===== config.mk =====
export PLATFORM = sky130hd
export DESIGN_NAME = h14tx_reset_seq
export DESIGN_NICKNAME = d
export VERILOG_FILES = /design/src/rtl/h14tx_reset_seq_pkg.sv /design/src/rtl/h14tx_sync2.sv /design/src/rtl/h14tx_reset_seq.sv
export SDC_FILE = /design/constraint.sdc
export NUM_CORES = 1
export LEC_CHECK = 0
export ABC_AREA = 1
export CAP_MARGIN = 20
export CORE_MARGIN = 10
export CORE_UTILIZATION = 55
export DETAILED_ROUTE_END_ITERATION = 10
export DONT_BUFFER_PORTS = 1
export HOLD_SLACK_MARGIN = 0.08
export PLACE_DENSITY = 0.67
export SKIP_LAST_GASP = 1
export SYNTH_ARGS = -nofsm -noshare
export SYNTH_HDL_FRONTEND = slang
export SYNTH_SLANG_ARGS = --single-unit

===== constraint.sdc =====
create_clock -name clk -period 1.8 [get_ports clk]
set_clock_uncertainty 0.05 [all_clocks]
set_input_delay 0.27 -clock clk [delete_from_list [all_inputs] [get_ports clk]]
set_output_delay 0.27 -clock clk [all_outputs]
set_load 0.01 [all_outputs]

===== src/rtl/h14tx_reset_seq_pkg.sv =====
// Shared FSM encoding for the HDMI TX multi-channel reset sequencer.
package h14tx_reset_seq_pkg;

    localparam int STATE_W = 3;

    typedef enum logic [STATE_W-1:0] {
        ST_ASSERT    = 3'd0,
        ST_WAIT_LOCK = 3'd1,
        ST_GUARD     = 3'd2,
        ST_RELEASE   = 3'd3,
        ST_DONE      = 3'd4
    } state_t;

endpackage


===== src/rtl/h14tx_sync2.sv =====
// Generic two-flop synchroniser for signals crossing into clk; deliberately unreset.
module h14tx_sync2 #(
    parameter int W = 1
) (
    input  logic         clk,
    input  logic [W-1:0] d,
    output logic [W-1:0] q
);

    logic [W-1:0] meta_r;

    // Two-stage capture; the first stage may go metastable
    always_ff @(posedge clk) begin
        meta_r <= d;
        q      <= meta_r;
    end

endmodule


===== src/rtl/h14tx_reset_seq.sv =====
// Multi-channel reset sequencer: waits for stable PLL lock, a guard interval, then releases
// channels in a staggered order. Optional status ports enabled by H14TX_RESET_SEQ_STATUS_EN.
module h14tx_reset_seq
    import h14tx_reset_seq_pkg::*;
#(
    parameter int NUM_CH      = 4,
    parameter int GUARD_W     = 4,
    parameter int STAGE_GAP   = 8,
    parameter int LOCK_FILTER = 3
) (
    input  logic               clk,
    input  logic               rst,
    input  logic               lock,
    input  logic               soft_rst,
    output logic [NUM_CH-1:0]  sync_rst_n,
`ifdef H14TX_RESET_SEQ_STATUS_EN
    output logic [7:0]         relock_cnt,
    output logic [STATE_W-1:0] state_o,
`endif
    output logic               done
);

    localparam int FILT_W = $clog2(LOCK_FILTER + 1);
    localparam int GAP_W  = $clog2(STAGE_GAP + 1);
    localparam int STG_W  = (NUM_CH > 1) ? $clog2(NUM_CH) : 1;

    localparam logic [FILT_W-1:0] FILT_LAST  = FILT_W'(LOCK_FILTER - 1);
    localparam logic [GAP_W-1:0]  GAP_LAST   = GAP_W'(STAGE_GAP - 1);
    localparam logic [STG_W-1:0]  STAGE_LAST = STG_W'(NUM_CH - 1);

    state_t              state_r;
    logic [FILT_W-1:0]   filt_cnt_r;
    logic [GUARD_W-1:0]  guard_cnt_r;
    logic [GAP_W-1:0]    gap_cnt_r;
    logic [STG_W-1:0]    stage_r;
    logic                lock_s;
    logic                abort_s;

    // Channels are released in index order, so the next mask just shifts in another one
    function automatic logic [NUM_CH-1:0] fill_next(input logic [NUM_CH-1:0] mask);
        return (mask << 1) | NUM_CH'(1'b1);
    endfunction

    h14tx_sync2 #(.W(1)) u_lock_sync (
        .clk (clk),
        .d   (lock),
        .q   (lock_s)
    );

    // Abort request: soft reset anywhere past Assert, lock loss once the filter has qualified lock
    always_comb begin
        abort_s = 1'b0;
        if (state_r == ST_ASSERT) begin
            abort_s = 1'b0;
        end else if (soft_rst) begin
            abort_s = 1'b1;
        end else if (!lock_s && (state_r != ST_WAIT_LOCK)) begin
            abort_s = 1'b1;
        end else begin
            abort_s = 1'b0;
        end
    end

    // Sequencer FSM with registered reset outputs and done flag
    always_ff @(posedge clk) begin
        if (rst || abort_s) begin
            state_r     <= ST_ASSERT;
            sync_rst_n  <= '0;
            done        <= 1'b0;
            filt_cnt_r  <= '0;
            guard_cnt_r <= '0;
            gap_cnt_r   <= '0;
            stage_r     <= '0;
        end else begin
            case (state_r)
                ST_ASSERT: begin
                    sync_rst_n  <= '0;
                    done        <= 1'b0;
                    filt_cnt_r  <= '0;
                    guard_cnt_r <= '0;
                    gap_cnt_r   <= '0;
                    stage_r     <= '0;
                    state_r     <= soft_rst ? ST_ASSERT : ST_WAIT_LOCK;
                end
                ST_WAIT_LOCK: begin
                    if (!lock_s) begin
                        filt_cnt_r <= '0;
                    end else if (filt_cnt_r == FILT_LAST) begin
                        filt_cnt_r <= '0;
                        state_r    <= ST_GUARD;
                    end else begin
                        filt_cnt_r <= filt_cnt_r + FILT_W'(1);
                    end
                end
                ST_GUARD: begin
                    if (guard_cnt_r == '1) begin
                        guard_cnt_r <= '0;
                        gap_cnt_r   <= '0;
                        stage_r     <= '0;
                        sync_rst_n  <= fill_next(sync_rst_n);
                        state_r     <= ST_RELEASE;
                    end else begin
                        guard_cnt_r <= guard_cnt_r + GUARD_W'(1);
                    end
                end
                ST_RELEASE: begin
                    // A single-channel build has nothing left to stagger after entry
                    if (stage_r == STAGE_LAST) begin
                        done    <= 1'b1;
                        state_r <= ST_DONE;
                    end else if (gap_cnt_r == GAP_LAST) begin
                        gap_cnt_r  <= '0;
                        stage_r    <= stage_r + STG_W'(1);
                        sync_rst_n <= fill_next(sync_rst_n);
                        if ((stage_r + STG_W'(1)) == STAGE_LAST) begin
                            done    <= 1'b1;
                            state_r <= ST_DONE;
                        end else begin
                            done    <= 1'b0;
                        end
                    end else begin
                        gap_cnt_r <= gap_cnt_r + GAP_W'(1);
                    end
                end
                ST_DONE: begin
                    done <= 1'b1;
                end
                default: begin
                    state_r    <= ST_ASSERT;
                    sync_rst_n <= '0;
                    done       <= 1'b0;
                end
            endcase
        end
    end

`ifdef H14TX_RESET_SEQ_STATUS_EN
    logic lock_loss_s;

    // Only lock losses past the filter are counted; soft reset has priority over lock loss
    always_comb begin
        lock_loss_s = 1'b0;
        if (soft_rst || lock_s) begin
            lock_loss_s = 1'b0;
        end else if ((state_r == ST_GUARD) || (state_r == ST_RELEASE) || (state_r == ST_DONE)) begin
            lock_loss_s = 1'b1;
        end else begin
            lock_loss_s = 1'b0;
        end
    end

    // Saturating relock counter, cleared only by hard reset
    always_ff @(posedge clk) begin
        if (rst) begin
            relock_cnt <= 8'd0;
        end else if (lock_loss_s && (relock_cnt != 8'hFF)) begin
            relock_cnt <= relock_cnt + 8'd1;
        end else begin
            relock_cnt <= relock_cnt;
        end
    end

    assign state_o = state_r;
`endif

endmodule


==> flow_summary_export.csv <==
group,metric,value,unit
detailed_routing,routed_wl,2.21,mm
layout,layout.nets,185,
yosys,synth_edf_count,0,
detailed_routing,vias,1047,
setup_path,cp_max_fo,5,
global_routing,gr-usage-met2,16.9,%
global_routing,grt_max_degree,14,
pwr,leakage,0.551,nW
detailed_routing,dr.first_iter.drc_count,64,
yosys,synthCells,170,
sta,relSlewSlack,79.3,%
sta,hold_viol,0,
yosys,yosys_register_bits,22,
placed_design,port_buffers,0,
clocking,cts.sink_count,22,
global_routing,use_met1,14.7,%
layout,n_antenna_cell,0,
layout,multi_input_area,662,um2
yosys,syn_nets,178,
clocking,clkTransAtPathRegs,0.13,ns
yosys,ys.flop_type,"dfxtp_1",
detailed_routing,detail_route.wl_per_cell,10.9,um
placed_design,hpwl,1.74,mm
sta,timing.setup.tns,0,ns
detailed_routing,drc,0,
sta,worstMarginPinSlew,0.308,ns
yosys,yosys.area.top_type,"dfxtp_1",
sta,fmax,660,MHz
pwr,ir_drop,0.878,mV
yosys,synth_top_area_share,37.6,%
setup_path,cp-end-kind,"register",
clocking,htreeDepth,1,
sta,finalSetupViolCount,0,
setup_path,worstPathRequired,1.96,ns
layout,drive_gt1_share,14.2,%
layout,syn_to_final_growth,8.56,%
layout,layout_commonest_cell,"nand2_1",
global_routing,gr-usage-met3,2.71,%
clocking,cts_tree,"yes",
clocking,clockRootBuffer,"clkbuf_4",
floorplan,start_util,58.4,%
yosys,async_flop_share,0,%
layout,finalNonFillerCells,203,
min_path,hp-class,"in -> reg",
floorplan,coreArea,2000,um2
global_routing,track_usage,11.4,%
sta,timing.final.crit_share,84.1,%
yosys,synth_cell_types,24,
setup_path,cpMaxStageDelayCell,"dfxtp_1",
yosys,synthTopCellsByArea,"dfxtp_1, nand2_1, nor2_1",
placed_design,place_inst,198,
run_status,status,"completed",
run,drv_cap,0,
setup_path,start_kind,"register",
detailed_routing,vias_per_cell,5.16,
clocking,cts_made_buffers,3,
layout,layout_common_cells,"nand2_1, nor2_1, dfxtp_1, inv_1",
yosys,yosysSeqAreaShare,37.6,%
clocking,clk_path_buf_depth,2,
global_routing,grt.overflow.total,0,
floorplan,ios,9,
setup_path,crit_chain,"ha_1 > nand2_1 > nor2_1 > nor2_2 > nor2_2 > nand2_1 > nand2_1 > a21oi_1",
global_routing,grt_pass1_wl,4.06,mm
global_routing,busiest_layer,"met2",
sta,rsz0062_at_grt,"false",
floorplan,fp.dieH,66.1,um
setup_path,path_common_cell,"nand2_1",
layout,fillers,193,
detailed_routing,firstDrtPassIters,4,
sta,min_period,1.51,ns
sta,drv_slew,0,
pwr,p_per_area,1320,nW/um2
setup_path,critical_path_class,"reg -> reg",
yosys,yosysWarnings,0,
clocking,post_cts_buffers,0,
detailed_routing,postRouteAntennaNets,0,
floorplan,die_x,66.1,um
setup_path,slowest_delay,0.40,ns
setup_path,cp.arrival,1.68,ns
global_routing,grt_pass1_vias,941,
clocking,worstSkewPairLatency,0.31,ns
layout,register_area,440,um2
yosys,synth.avg_cell_area,6.88,um2
floorplan,die_area,4370,um2
global_routing,antenna_found_initial,0,
floorplan,fp-row-count,16,
placed_design,globalplace.congestion,0.818,
yosys,syn-cell-area,1170,um2
[synth_stat cells (2+ instances only)]
cell type and count:
nor2_1 25, nand3_1 11, inv_2 2, nand2_1 50, a21oi_2 3, dfxtp_1 22
o21ai_0 3, ha_1 4, a21oi_1 11, nand2_2 3, o21ai_1 2, nand3b_1 3
inv_1 13, nor2_2 8
[area by class of cell]
type / instances / area share (%)
Multi-Input combinational cell: 132 / 52.1
Tap cell: 27 / 2.66
Inverter: 15 / 4.43
Clock inverter: 1 / 2.36
Sequential cell: 22 / 34.7
Clock buffer: 3 / 1.77
Timing Repair Buffer: 3 / 1.97
[state kept, by name (all words and copies together), names as in the netlist]
name,flops
gap_cnt_r,4
guard_cnt_r,4
sync_rst_n,4
state_r,3
filt_cnt_r,2
stage_r,2
done,1
u_lock_sync.meta_r,1
u_lock_sync.q,1
[where the power goes]
group | switching (W) | total (W) | internal [W]
clock network | 0.000155 | 0.000380 | 0.000225
logic | 0.000471 | 0.000703 | 0.000232
registers | 0.0000526 | 0.000589 | 0.000536
total | 0.000678 | 0.00167 | 0.000994
[critical path: cells and delay by family, from the launching register on]
family	cells	cell delay [ns]
AO/OA/AOI/OAI	1	0.06
adder cells (fa/ha/maj)	1	0.21
flip-flops	1	0.40
AND/OR/NAND/NOR	6	0.69
[logic make-up after synthesis]
logic type	count (synthesis)	share of synthesized area (%)
adder cells (fa/ha/maj)	4	4.28
AND/OR/NAND/NOR	105	39.9
flip-flops	22	37.6
buffers and inverters	16	5.78
AO/OA/AOI/OAI	22	11.7
XOR/XNOR	1	0.749
[layer usage]
layer  routed length [um]  up-vias
met5                    0        -
met4                   29        0
met3                  130        4
met2                 1000       23
met1                 1050      462
li1                     -      558
[metrics by stage]
step / hold slack, ns / utilization, % / setup slack [ns] / instance area (um2) / power [W]
finish: 0.139 / 63.4 / 0.286 / 1270 / 0.00167
global route: 0.146 / 63.4 / 0.104 / 1270 / 0.00183
global placement: 0.248 / 60.3 / 0.366 / 1210 / 0.00129
CTS: 0.132 / 63.4 / 0.289 / 1270 / 0.00168
floorplan: 0.248 / - / 0.462 / 1170 / 0.00117
detailed placement: 0.248 / 60.3 / 0.335 / 1210 / 0.00130
[timing repair]
action | in CTS | in global routing
hold buffers | 1 | 0
hold endpoints to repair | 1 | 0
gates resized for setup | 0 | 0
[path summary, 6_finish.rpt]
| path | start | endpoint | slack, ns | cells after the start |
|---|---|---|---|---|
| worst max-delay path | guard_cnt_r[0]$_SDFFE_PP0P_ | sync_rst_n[1]$_SDFFE_PP0P_ | 0.29 | 8 |
| worst min-delay path | rst | state_r[0]$_SDFFE_PP0P_ | 0.14 | 5 |
| worst max register to register | guard_cnt_r[0]$_SDFFE_PP0P_ | sync_rst_n[1]$_SDFFE_PP0P_ | 0.29 | 8 |
| worst min register to register | u_lock_sync.meta_r$_DFF_P_ | u_lock_sync.q$_DFF_P_ | 0.30 | 0 |
Power figures use the tool's default switching activity.
==> RTL edit, RTL diff (same settings) <==
The option `H14TX_RESET_SEQ_STATUS_EN` is turned on by a define.
--- a/src/rtl/h14tx_reset_seq.sv
+++ b/src/rtl/h14tx_reset_seq.sv
@@ -1,4 +1,6 @@
 // Multi-channel reset sequencer: waits for stable PLL lock, a guard interval, then releases
 // channels in a staggered order. Optional status ports enabled by H14TX_RESET_SEQ_STATUS_EN.
+`define H14TX_RESET_SEQ_STATUS_EN
+
 module h14tx_reset_seq
     import h14tx_reset_seq_pkg::*;
Behaviour (old outputs only; new: relock_cnt and state_o): unchanged (Yosys induction, for registers that start in step).
==> RTL edit against the original RTL <==
- count of clock-buffer cells in the layout is 4 higher
- wire length up 48%
- sequential cell count up 8
- final area grew 34%
- synthesized cell count up 36%
- worst setup slack worse by 0.076 ns
- clock power fell by 6.1%
- total power is 9.5% higher
- via count rose by 38%
- area after synthesis rose by 32%
==> RTL edit: results (changes against the original RTL) <==
Crit path max-delay family flip-flops (was simple AND/OR/NAND/NOR gates); Detailed Route Iter0 Violations 63 (was 64); Setup crit start gap_cnt_r[0] (was guard_cnt_r[0]); share of layout cells above drive strength 1 7.72% (was 14.2%); fin nets 255 (was 185); Slew @ Worst Pin 0.269 ns (was 0.308 ns); post-placement cell count 267 (was 198); total CTS buffers 5 (was 3); Leak 0.000731 uW (was 0.000551 uW); synth top area cells dfxtp_1, nand2_1, nor2_1, nand3_1, inv_1 (was dfxtp_1, nand2_1, nor2_1, a21oi_1, nand3_1); syn_area_per_cell 6.68 um^2 (was 6.88 um^2); fillcell total 254 (was 193); final non-filler cell total 277 (was 203); worst vdd ir 0.000716 V (was 0.000878 V); register area share after synthesis 38.9% (was 37.6%); DP Wirelength 2460 um (was 1740 um); outcome finished, final reports clean (unchanged); routed wire length 3270 um (was 2210 um); clk slew on worst S/H paths 0.09 ns (was 0.13 ns); Post-Synth Adder-Cell Area 4.06% (was 4.28%); Post-synth top cells nand2_1, nor2_1, dfxtp_1 (unchanged); routability-driven placement congestion ratio 0.896 (was 0.818); worst reg2reg setup slack 0.21 ns (was 0.29 ns); Compound-Gate Fraction of Synth Area 11.4% (was 11.7%); syn_nets 240 (was 178); GRT Overall Usage 12.9% (was 11.4%); Hold WS 0.228 ns (was 0.139 ns)
## RTL edit: power breakdown
group	internal [uW]	switching, uW
sequential	732	83.6
clock	147	210
combinational	224	434
## RTL edit: layer usage
layer	GRT usage, %	vias up	routed length [um]
met1	15.2	632	1450
met5	0	-	0
li1	-	770	-
met4	4.01	0	23
met2	20.7	37	1560
met3	5.31	4	247
## RTL edit: metrics by stage
stage	total power (uW)	setup slack [ns]	cell area (um^2)
2_1_floorplan	1300	0.349	1540
3_3_place_gp	1460	0.142	1620
3_5_place_dp	1470	0.135	1620
4_1_cts	1840	0.121	1700
5_1_grt	2000	0.0347	1700
6_report	1830	0.210	1700
## RTL edit: logic make-up after synthesis
kind of cell | Yosys count
adder cells (fa/ha/maj) | 5
AO/OA/AOI/OAI | 33
XOR/XNOR | 5
AND/OR/NAND/NOR | 130
flip-flops | 30
buffers and inverters | 28
## RTL edit: final cells by class
cell class,instances,area [um^2],share of cell area (%)
Inverter,27,101,5.96
Tap cell,31,38.8,2.28
Multi-Input combinational cell,173,836,49.2
Sequential cell,30,603,35.5
Clock buffer,7,45.0,2.65
Timing Repair Buffer,9,75.1,4.42
## RTL edit: timing repair
action / 4_1_cts / 5_1_grt
gates resized for setup: 0 / 2
hold buffers: 3 / 0
setup buffers: 0 / 0
endpoints found under the hold margin: 6 / 0
setup endpoints to repair: 0 / 11
## RTL edit: tightest hold or removal path: stages
cell	delay [ns]
inv_1	0.04
o21ai_0	0.17
a21oi_1	0.07
